$ cat config.mk
export PLATFORM = sky130hd
export DESIGN_NAME = multicycle_main_fsm_flat
export DESIGN_NICKNAME = d
export VERILOG_FILES = /design/src/rtl/multicycle_main_fsm_if.sv /design/src/rtl/multicycle_main_fsm.sv /design/src/flat_wrapper.sv
export SDC_FILE = /design/constraint.sdc
export NUM_CORES = 1
export LEC_CHECK = 0
export ABC_AREA = 1
export CAP_MARGIN = 10
export CORE_ASPECT_RATIO = 1.5
export CORE_MARGIN = 3
export CORE_UTILIZATION = 30
export CTS_CLUSTER_SIZE = 14
export DETAILED_ROUTE_END_ITERATION = 6
export GPL_ROUTABILITY_DRIVEN = 0
export GPL_TIMING_DRIVEN = 0
export PLACE_DENSITY = 0.66
export SYNTH_ARGS = -nofsm -noshare
export SYNTH_HDL_FRONTEND = slang
export SYNTH_SLANG_ARGS = --single-unit
$ cat constraint.sdc
create_clock -name clk -period 1.1 [get_ports clk]
set_input_delay 0.22 -clock clk [delete_from_list [all_inputs] [get_ports clk]]
set_output_delay 0.22 -clock clk [all_outputs]
set_load 0.1 [all_outputs]
$ cat src/rtl/multicycle_main_fsm_if.sv
// Control bundle between the multicycle main FSM (master) and the RV32I datapath (slave).
// The master modport drives every enable/select and observes the opcode and ALU zero flag.
interface multicycle_main_fsm_if;
   logic [6:0] op;
   logic       Zero;
   logic       PCWrite;
   logic       AdrSrc;
   logic       MemWrite;
   logic       IRWrite;
   logic [1:0] ResultSrc;
   logic [1:0] ALUSrcA;
   logic [1:0] ALUSrcB;
   logic [2:0] ImmSrc;
   logic       RegWrite;
   logic [1:0] ALUOp;
   logic       Branch;
   logic       InstrRetire;
   logic       IllegalOp;

   modport master (
      input  op, Zero,
      output PCWrite, AdrSrc, MemWrite, IRWrite, ResultSrc, ALUSrcA, ALUSrcB,
             ImmSrc, RegWrite, ALUOp, Branch, InstrRetire, IllegalOp
   );

   modport slave (
      output op, Zero,
      input  PCWrite, AdrSrc, MemWrite, IRWrite, ResultSrc, ALUSrcA, ALUSrcB,
             ImmSrc, RegWrite, ALUOp, Branch, InstrRetire, IllegalOp
   );
endinterface

$ cat src/rtl/multicycle_main_fsm.sv
// Multicycle RV32I main control FSM: fetch/decode/execute/memory/writeback sequencing.
// Define ILLEGAL_TRAP_EN to make the ILLEGAL state a sink until reset; otherwise illegal ops retire as NOPs.
module multicycle_main_fsm #(
   parameter int MEM_WAIT = 0,
   parameter int STATE_W  = 4
) (
   input  logic                 clk,
   input  logic                 rst,
   multicycle_main_fsm_if.master ctrl,
   output logic [STATE_W-1:0]   state
);

   typedef enum logic [STATE_W-1:0] {
      FETCH    = STATE_W'(0),
      DECODE   = STATE_W'(1),
      MEMADR   = STATE_W'(2),
      MEMREAD  = STATE_W'(3),
      MEMWB    = STATE_W'(4),
      MEMWRITE = STATE_W'(5),
      EXECUTER = STATE_W'(6),
      EXECUTEI = STATE_W'(7),
      ALUWB    = STATE_W'(8),
      BEQ      = STATE_W'(9),
      JAL      = STATE_W'(10),
      LUI      = STATE_W'(11),
      ILLEGAL  = STATE_W'(12)
   } state_t;

   localparam logic [2:0] WAIT_LAST = 3'(MEM_WAIT);

   state_t     state_q;
   state_t     state_d;
   logic [2:0] wait_q;

   logic       pc_update;
   logic       adr_src;
   logic       mem_write;
   logic       ir_write;
   logic [1:0] result_src;
   logic [1:0] alu_src_a;
   logic [1:0] alu_src_b;
   logic       reg_write;
   logic [1:0] alu_op;
   logic       branch;
   logic       retire;
   logic       illegal;

   // Wait counter sits at 0 outside MEMREAD, so it is already cleared on entry.
   always_ff @(posedge clk or posedge rst) begin
      if (rst) begin
         state_q <= FETCH;
         wait_q  <= 3'd0;
      end else begin
         state_q <= state_d;
         if (state_q == MEMREAD) begin
            wait_q <= wait_q + 3'd1;
         end else begin
            wait_q <= 3'd0;
         end
      end
   end

   always_comb begin
      state_d    = FETCH;
      pc_update  = 1'b0;
      adr_src    = 1'b0;
      mem_write  = 1'b0;
      ir_write   = 1'b0;
      result_src = 2'b00;
      alu_src_a  = 2'b00;
      alu_src_b  = 2'b00;
      reg_write  = 1'b0;
      alu_op     = 2'b00;
      branch     = 1'b0;
      retire     = 1'b0;
      illegal    = 1'b0;
      case (state_q)
         FETCH: begin
            ir_write   = 1'b1;
            alu_src_b  = 2'b10;
            result_src = 2'b10;
            pc_update  = 1'b1;
            state_d    = DECODE;
         end
         DECODE: begin
            alu_src_a = 2'b01;
            alu_src_b = 2'b01;
            case (ctrl.op)
               7'b0000011, 7'b0100011: state_d = MEMADR;
               7'b0110011:             state_d = EXECUTER;
               7'b0010011:             state_d = EXECUTEI;
               7'b1100011:             state_d = BEQ;
               7'b1101111:             state_d = JAL;
               7'b0110111:             state_d = LUI;
               default:                state_d = ILLEGAL;
            endcase
         end
         MEMADR: begin
            alu_src_a = 2'b10;
            alu_src_b = 2'b01;
            state_d   = (ctrl.op == 7'b0000011) ? MEMREAD : MEMWRITE;
         end
         MEMREAD: begin
            adr_src = 1'b1;
            state_d = (wait_q == WAIT_LAST) ? MEMWB : MEMREAD;
         end
         MEMWB: begin
            result_src = 2'b01;
            reg_write  = 1'b1;
            retire     = 1'b1;
         end
         MEMWRITE: begin
            adr_src   = 1'b1;
            mem_write = 1'b1;
            retire    = 1'b1;
         end
         EXECUTER: begin
            alu_src_a = 2'b10;
            alu_op    = 2'b10;
            state_d   = ALUWB;
         end
         EXECUTEI: begin
            alu_src_a = 2'b10;
            alu_src_b = 2'b01;
            alu_op    = 2'b10;
            state_d   = ALUWB;
         end
         ALUWB: begin
            reg_write = 1'b1;
            retire    = 1'b1;
         end
         BEQ: begin
            alu_src_a = 2'b10;
            alu_op    = 2'b01;
            branch    = 1'b1;
            retire    = 1'b1;
         end
         JAL: begin
            alu_src_a = 2'b01;
            alu_src_b = 2'b10;
            pc_update = 1'b1;
            state_d   = ALUWB;
         end
         LUI: begin
            alu_src_a = 2'b11;
            alu_src_b = 2'b01;
            state_d   = ALUWB;
         end
         ILLEGAL: begin
            illegal = 1'b1;
`ifdef ILLEGAL_TRAP_EN
            state_d = ILLEGAL;
`else
            retire  = 1'b1;
            state_d = FETCH;
`endif
         end
         default: state_d = FETCH;
      endcase
   end

   always_comb begin
      case (ctrl.op)
         7'b0000011, 7'b0010011: ctrl.ImmSrc = 3'b000;
         7'b0100011:             ctrl.ImmSrc = 3'b001;
         7'b1100011:             ctrl.ImmSrc = 3'b010;
         7'b1101111:             ctrl.ImmSrc = 3'b011;
         7'b0110111:             ctrl.ImmSrc = 3'b100;
         default:                ctrl.ImmSrc = 3'b000;
      endcase
   end

   // Write enables are gated by rst so nothing commits while reset is held.
   always_comb begin
      ctrl.PCWrite     = ~rst & (pc_update | (branch & ctrl.Zero));
      ctrl.IRWrite     = ~rst & ir_write;
      ctrl.MemWrite    = ~rst & mem_write;
      ctrl.RegWrite    = ~rst & reg_write;
      ctrl.InstrRetire = ~rst & retire;
      ctrl.AdrSrc      = adr_src;
      ctrl.ResultSrc   = result_src;
      ctrl.ALUSrcA     = alu_src_a;
      ctrl.ALUSrcB     = alu_src_b;
      ctrl.ALUOp       = alu_op;
      ctrl.Branch      = branch;
      ctrl.IllegalOp   = illegal;
   end

   assign state = state_q;

endmodule

$ cat src/flat_wrapper.sv
// flat-port wrapper written by rule: the top's interface ports become plain ports
module multicycle_main_fsm_flat 
#(
   parameter int MEM_WAIT = 0,
   parameter int STATE_W  = 4
)
  (clk, rst, state, ctrl_op, ctrl_Zero, ctrl_PCWrite, ctrl_AdrSrc, ctrl_MemWrite, ctrl_IRWrite, ctrl_ResultSrc, ctrl_ALUSrcA, ctrl_ALUSrcB, ctrl_ImmSrc, ctrl_RegWrite, ctrl_ALUOp, ctrl_Branch, ctrl_InstrRetire, ctrl_IllegalOp);
  multicycle_main_fsm_if ctrl_i ();
  input  logic clk;
  input  logic rst;
  output logic [STATE_W-1:0] state;
  input wire logic [$bits(ctrl_i.op)-1:0] ctrl_op;
  input wire logic [$bits(ctrl_i.Zero)-1:0] ctrl_Zero;
  output wire logic [$bits(ctrl_i.PCWrite)-1:0] ctrl_PCWrite;
  output wire logic [$bits(ctrl_i.AdrSrc)-1:0] ctrl_AdrSrc;
  output wire logic [$bits(ctrl_i.MemWrite)-1:0] ctrl_MemWrite;
  output wire logic [$bits(ctrl_i.IRWrite)-1:0] ctrl_IRWrite;
  output wire logic [$bits(ctrl_i.ResultSrc)-1:0] ctrl_ResultSrc;
  output wire logic [$bits(ctrl_i.ALUSrcA)-1:0] ctrl_ALUSrcA;
  output wire logic [$bits(ctrl_i.ALUSrcB)-1:0] ctrl_ALUSrcB;
  output wire logic [$bits(ctrl_i.ImmSrc)-1:0] ctrl_ImmSrc;
  output wire logic [$bits(ctrl_i.RegWrite)-1:0] ctrl_RegWrite;
  output wire logic [$bits(ctrl_i.ALUOp)-1:0] ctrl_ALUOp;
  output wire logic [$bits(ctrl_i.Branch)-1:0] ctrl_Branch;
  output wire logic [$bits(ctrl_i.InstrRetire)-1:0] ctrl_InstrRetire;
  output wire logic [$bits(ctrl_i.IllegalOp)-1:0] ctrl_IllegalOp;
  assign ctrl_i.op = ctrl_op;
  assign ctrl_i.Zero = ctrl_Zero;
  assign ctrl_PCWrite = ctrl_i.PCWrite;
  assign ctrl_AdrSrc = ctrl_i.AdrSrc;
  assign ctrl_MemWrite = ctrl_i.MemWrite;
  assign ctrl_IRWrite = ctrl_i.IRWrite;
  assign ctrl_ResultSrc = ctrl_i.ResultSrc;
  assign ctrl_ALUSrcA = ctrl_i.ALUSrcA;
  assign ctrl_ALUSrcB = ctrl_i.ALUSrcB;
  assign ctrl_ImmSrc = ctrl_i.ImmSrc;
  assign ctrl_RegWrite = ctrl_i.RegWrite;
  assign ctrl_ALUOp = ctrl_i.ALUOp;
  assign ctrl_Branch = ctrl_i.Branch;
  assign ctrl_InstrRetire = ctrl_i.InstrRetire;
  assign ctrl_IllegalOp = ctrl_i.IllegalOp;
  multicycle_main_fsm #(.MEM_WAIT(MEM_WAIT), .STATE_W(STATE_W)) u_core (.clk(clk), .rst(rst), .ctrl(ctrl_i), .state(state));
endmodule
==> results.sh, run 1 <==
export IMPL_grt_max_degree=8
export IMPL_syn_area_per_cell_sq_um=5.85
export IMPL_cts_sinks=7
export IMPL_synth_edf_count=0
export IMPL_ios=33
export IMPL_stop_error="[ERROR DPL-0038] Utilization greater than 100%, impossible to legalize"
export IMPL_synth_nets=120
export IMPL_ys_warn_count=0
export IMPL_synthDistinctLibCells=22
export IMPL_async_flop_share_pct=100
export IMPL_die_w_microns=43.5
export IMPL_synth_seq_area_share_pct=27.7
export IMPL_cts_htree_levels=1
export IMPL_lastStage="global routing (5_1_grt)"
export IMPL_syn_instance_count=108
export IMPL_cts_root_buf="clkbuf_4"
export IMPL_synthFlopType="dfrtp_1"
export IMPL_cts_hold_buf=0
export IMPL_num_rows=19
export IMPL_synth_top_area_share_pct=27.7
export IMPL_dpl_hpwl_microns=1710
export IMPL_syn_area_sq_um=632
export IMPL_yosysTopAreaCell="dfrtp_1"
export IMPL_status="aborted with a tool error"
export IMPL_synth_most_common_cell="nand2_1"
export IMPL_worstEpCategory="output port"
export IMPL_crit_endpoint="ctrl_RegWrite"
export IMPL_synthTopCellsByArea="dfrtp_1 28%, nand2_1 18%, nor2_1 12%, inv_1 11%, nand3_1 6.3%"
export IMPL_cts_buffers_inserted=3
export IMPL_portBuffers=32
export IMPL_cts_path_max_buffers=2
export IMPL_initial_core_util_pct=33.2
export IMPL_ys_top_cells_by_count="31 x nand2_1, 20 x nor2_1, 18 x inv_1"
export IMPL_ys_ff_latch=7
export IMPL_dieHeight_microns=62.2
[timing repair]
item	CTS
resized for setup	284
pin swaps	21
hold endpoints to repair	0
setup endpoints to repair	30
buffers inserted	24
[metrics by stage]
step	setup WS, ns	hold WS (ns)	std cells	instance area [sq um]
3_3_place_gp	-1.63	0.452	161	1240
3_5_place_dp	-1.64	0.468	161	1240
2_1_floorplan	-1.41	0.0235	108	892
4_1_cts	-0.660	0.303	188	1830
[cells by family after synthesis]
group	count (synthesis)	share of synthesized area [%]
buffers and inverters	20	11.9
XOR/XNOR	1	1.39
flip-flops	7	27.7
AND/OR/NAND/NOR	68	45.9
adder cells (fa/ha/maj)	2	3.96
AO/OA/AOI/OAI	10	9.11
==> inputs of run 2 (changes only) <==
- CORE_AREA: default -> 3 3 64 66
- CORE_ASPECT_RATIO: 1.5 -> default
- CORE_MARGIN: 3 -> default
- CORE_UTILIZATION: 30 -> default
- CTS_CLUSTER_SIZE: 14 -> default
- DIE_AREA: default -> 0 0 67 69
- PLACE_DENSITY: 0.66 -> default
- PLACE_DENSITY_LB_ADDON: default -> 0.15
- clock period: 1.1 -> 1.4 ns (I/O delays scaled with it)
==> run 2 against run 1 <==
  * The flow now finishes, with violations (negative setup slack)
  * Area after synthesis unchanged
  * Synthesized cell count is the same
==> results.sh, run 2 <==
export IMPL_status="complete, but fails checks"
export IMPL_violations="negative setup slack"
export IMPL_start_kind="register"
export IMPL_worstSetupPathType="register to primary output"
export IMPL_syn_instance_count=108
export IMPL_worst_slack_ns=-0.374
export IMPL_rsz0062_at_grt="yes"
export IMPL_cts_hold_buf=0
export IMPL_areaGrowthSynthToFinish_pct=185
export IMPL_dieArea_sq_um=4620
export IMPL_hold_viol_final=0
export IMPL_num_rows=22
export IMPL_required_ns=1.12
export IMPL_overflow=0
export IMPL_grt_pass1_wl_microns=4020
export IMPL_finalNetCount=178
export IMPL_synthTopCellsByArea="dfrtp_1 28%, nand2_1 18%, nor2_1 12%, inv_1 11%, nand3_1 6.3%"
export IMPL_grt_total_usage_pct=10.8
export IMPL_synthFlopType="dfrtp_1"
export IMPL_p_leak_uw=0.000776
export IMPL_ys_top_cells_by_count="31 x nand2_1, 20 x nor2_1, 18 x inv_1"
export IMPL_syn_area_sq_um=632
export IMPL_layout_common_cells="19 x buf_12, 18 x buf_4, 15 x nand2_1"
export IMPL_fillers=323
export IMPL_fin_tns_setup_ns=-4.69
export IMPL_cts_tree="yes"
export IMPL_yosysTopAreaCell="dfrtp_1"
export IMPL_async_flop_share_pct=100
export IMPL_r2r_slack_ns=0.11
export IMPL_setup_viol=16
export IMPL_powerDensity_nw_per_um2=537
export IMPL_final_min_clock_period_ns=1.77
export IMPL_path_clk_slew_ns=0.04
export IMPL_dpl_hpwl_microns=1710
export IMPL_n_antenna_cell=0
export IMPL_layout_drive_gt1_share_pct=68.5
export IMPL_first_pass_iters=3
export IMPL_synth_edf_count=0
export IMPL_dp_cells=188
export IMPL_cts_root_buf="clkbuf_8"
export IMPL_viasPerCell=4.19
export IMPL_relSlewSlack_pct=64.3
export IMPL_worstPathArrival_ns=1.49
export IMPL_cts_sinks=7
export IMPL_cts_buffers_inserted=3
export IMPL_route_detailed_drc=0
export IMPL_timing_final_crit_share_pct=127
export IMPL_routedWlPerCell_microns=11.6
export IMPL_dr_first_iter_drc_count=31
export IMPL_largest_reg_flops=4
export IMPL_die_w_microns=67
export IMPL_ys_warn_count=0
export IMPL_maxSlewViolCount=0
export IMPL_endpoint_kind="primary output"
export IMPL_final_common_cell="buf_12"
export IMPL_ir_drop_v=0.000343
export IMPL_worst_setup_path_endpoint="ctrl_IRWrite"
export IMPL_core_sq_um=3630
export IMPL_drt_antenna_violating_nets=0
export IMPL_cap_violations=0
export IMPL_ys_ff_latch=7
export IMPL_portBuffers=32
export IMPL_cts_htree_levels=1
export IMPL_synth_most_common_cell="nand2_1"
export IMPL_worst_slew_pin_slew_ns=0.535
export IMPL_initial_core_util_pct=17.4
export IMPL_fin_worst_skew_ns=0.000339
export IMPL_synthDistinctLibCells=22
export IMPL_cts_path_max_buffers=2
export IMPL_final_cells=213
export IMPL_clock_latency_ns=0.22
export IMPL_grt_antenna_before_repair=0
export IMPL_hold_slack_ns=0.383
export IMPL_syn_area_per_cell_sq_um=5.85
export IMPL_worstSetupStartpoint="u_core.state[0]$_DFF_PP0_"
export IMPL_ios=33
export IMPL_synth_nets=120
export IMPL_synth_seq_area_share_pct=27.7
export IMPL_ff2ff_path_depth=5
export IMPL_hp_class="input pin to asynchronous set/reset pin"
export IMPL_synth_top_area_share_pct=27.7
export IMPL_via_count=892
export IMPL_reg2reg_to="u_core.state[1]$_DFF_PP0_"
export IMPL_routed_wl_microns=2470
export IMPL_worst_path_max_fanout=6
export IMPL_fmax_ghz=0.564
export IMPL_grt_pass1_vias=929
export IMPL_dieHeight_microns=69
export IMPL_r2r_start="u_core.state[2]$_DFF_PP0_"
export IMPL_grt_max_degree=8
run 2: cell counts after synthesis:
No cell type changed its count.
run 2: worst max-delay path, stage by stage (launching register included):
cell and delay [ns]:
dfrtp_4 0.53, inv_6 0.11, buf_4 0.12, nand3_4 0.08, buf_4 0.15, nor2_4 0.10, buf_12 0.18
run 2: worst min path at each step:
stage | cells past startpoint | end | startpoint | slack (ns)
after global placement | 1 | u_core.wait_q[0]$_DFF_PP0_ | u_core.wait_q[0]$_DFF_PP0_ | 0.45
after floorplan | 1 | u_core.wait_q[0]$_DFF_PP0_ | rst | 0.08
final | 2 | u_core.state[3]$_DFF_PP0_ | rst | 0.38
after global routing | 2 | u_core.state[0]$_DFF_PP0_ | rst | 0.42
after CTS | 2 | u_core.state[2]$_DFF_PP0_ | rst | 0.40
after detailed placement | 1 | u_core.wait_q[0]$_DFF_PP0_ | u_core.wait_q[0]$_DFF_PP0_ | 0.47
run 2: repair_timing:
action,4_1_cts,5_1_grt
setup endpoints to repair,25,23
setup buffers,16,5
gates resized for setup,241,25
pin swaps,17,10
run 2: final cells by class:
type	instances	area (sq um)	share of cell area (%)
multi-input combinational	81	716	39.8
timing repair buffer	53	659	36.7
tap	48	60.1	3.34
sequential	7	190	10.6
inverter	20	128	7.10
clock buffer	4	45.0	2.51
run 2: logic make-up (layout without fill, tap and decap cells):
| family | after synthesis | count (layout) | synth area share [%] |
|---|---|---|---|
| compound gates | 10 | 10 | 9.11 |
| flops | 7 | 7 | 27.7 |
| simple gates | 68 | 68 | 45.9 |
| buf+inv | 20 | 77 | 11.9 |
| xor+xnor | 1 | 1 | 1.39 |
| fa+ha+maj | 2 | 2 | 3.96 |
run 2: power by group:
part / switching (uW) / total, uW / internal (uW)
logic: 297 / 453 / 156
registers: 21.6 / 235 / 213
clock network: 82.0 / 279 / 197
run 2: stage by stage:
| step | power (uW) | instance area, sq um | setup WS (ns) | utilization, % |
|---|---|---|---|---|
| after detailed placement | 571 | 1250 | -1.46 | 34.4 |
| final | 966 | 1800 | -0.374 | 49.5 |
| after CTS | 946 | 1690 | -0.386 | 46.5 |
| after global routing | 1020 | 1800 | -0.428 | 49.5 |
| after floorplan | 477 | 868 | -1.17 | - |
| after global placement | 570 | 1250 | -1.46 | 34.4 |
run 2: routing by layer:
metal	part of all wire [%]	vias to the layer above	global-route usage, %	wire length, microns
met5	0	-	0	0
met1	36	418	11.4	881
met3	4.3	2	2.12	106
met2	60	20	21.0	1470
met4	0.40	0	2.48	10
li1	-	452	-	-
(Power assumes the default switching activity.)
==> inputs of run 3 (changes only) <==
- HOLD_SLACK_MARGIN: default -> 0.06
==> results of run 3 <==
No change in the layout: final DEF, timing and power equal those of run 2.
==> inputs of run 4 (changes only) <==
- SLEW_MARGIN: default -> 25
==> results of run 4 <==
No change in the layout: final DEF, timing and power equal those of run 2.
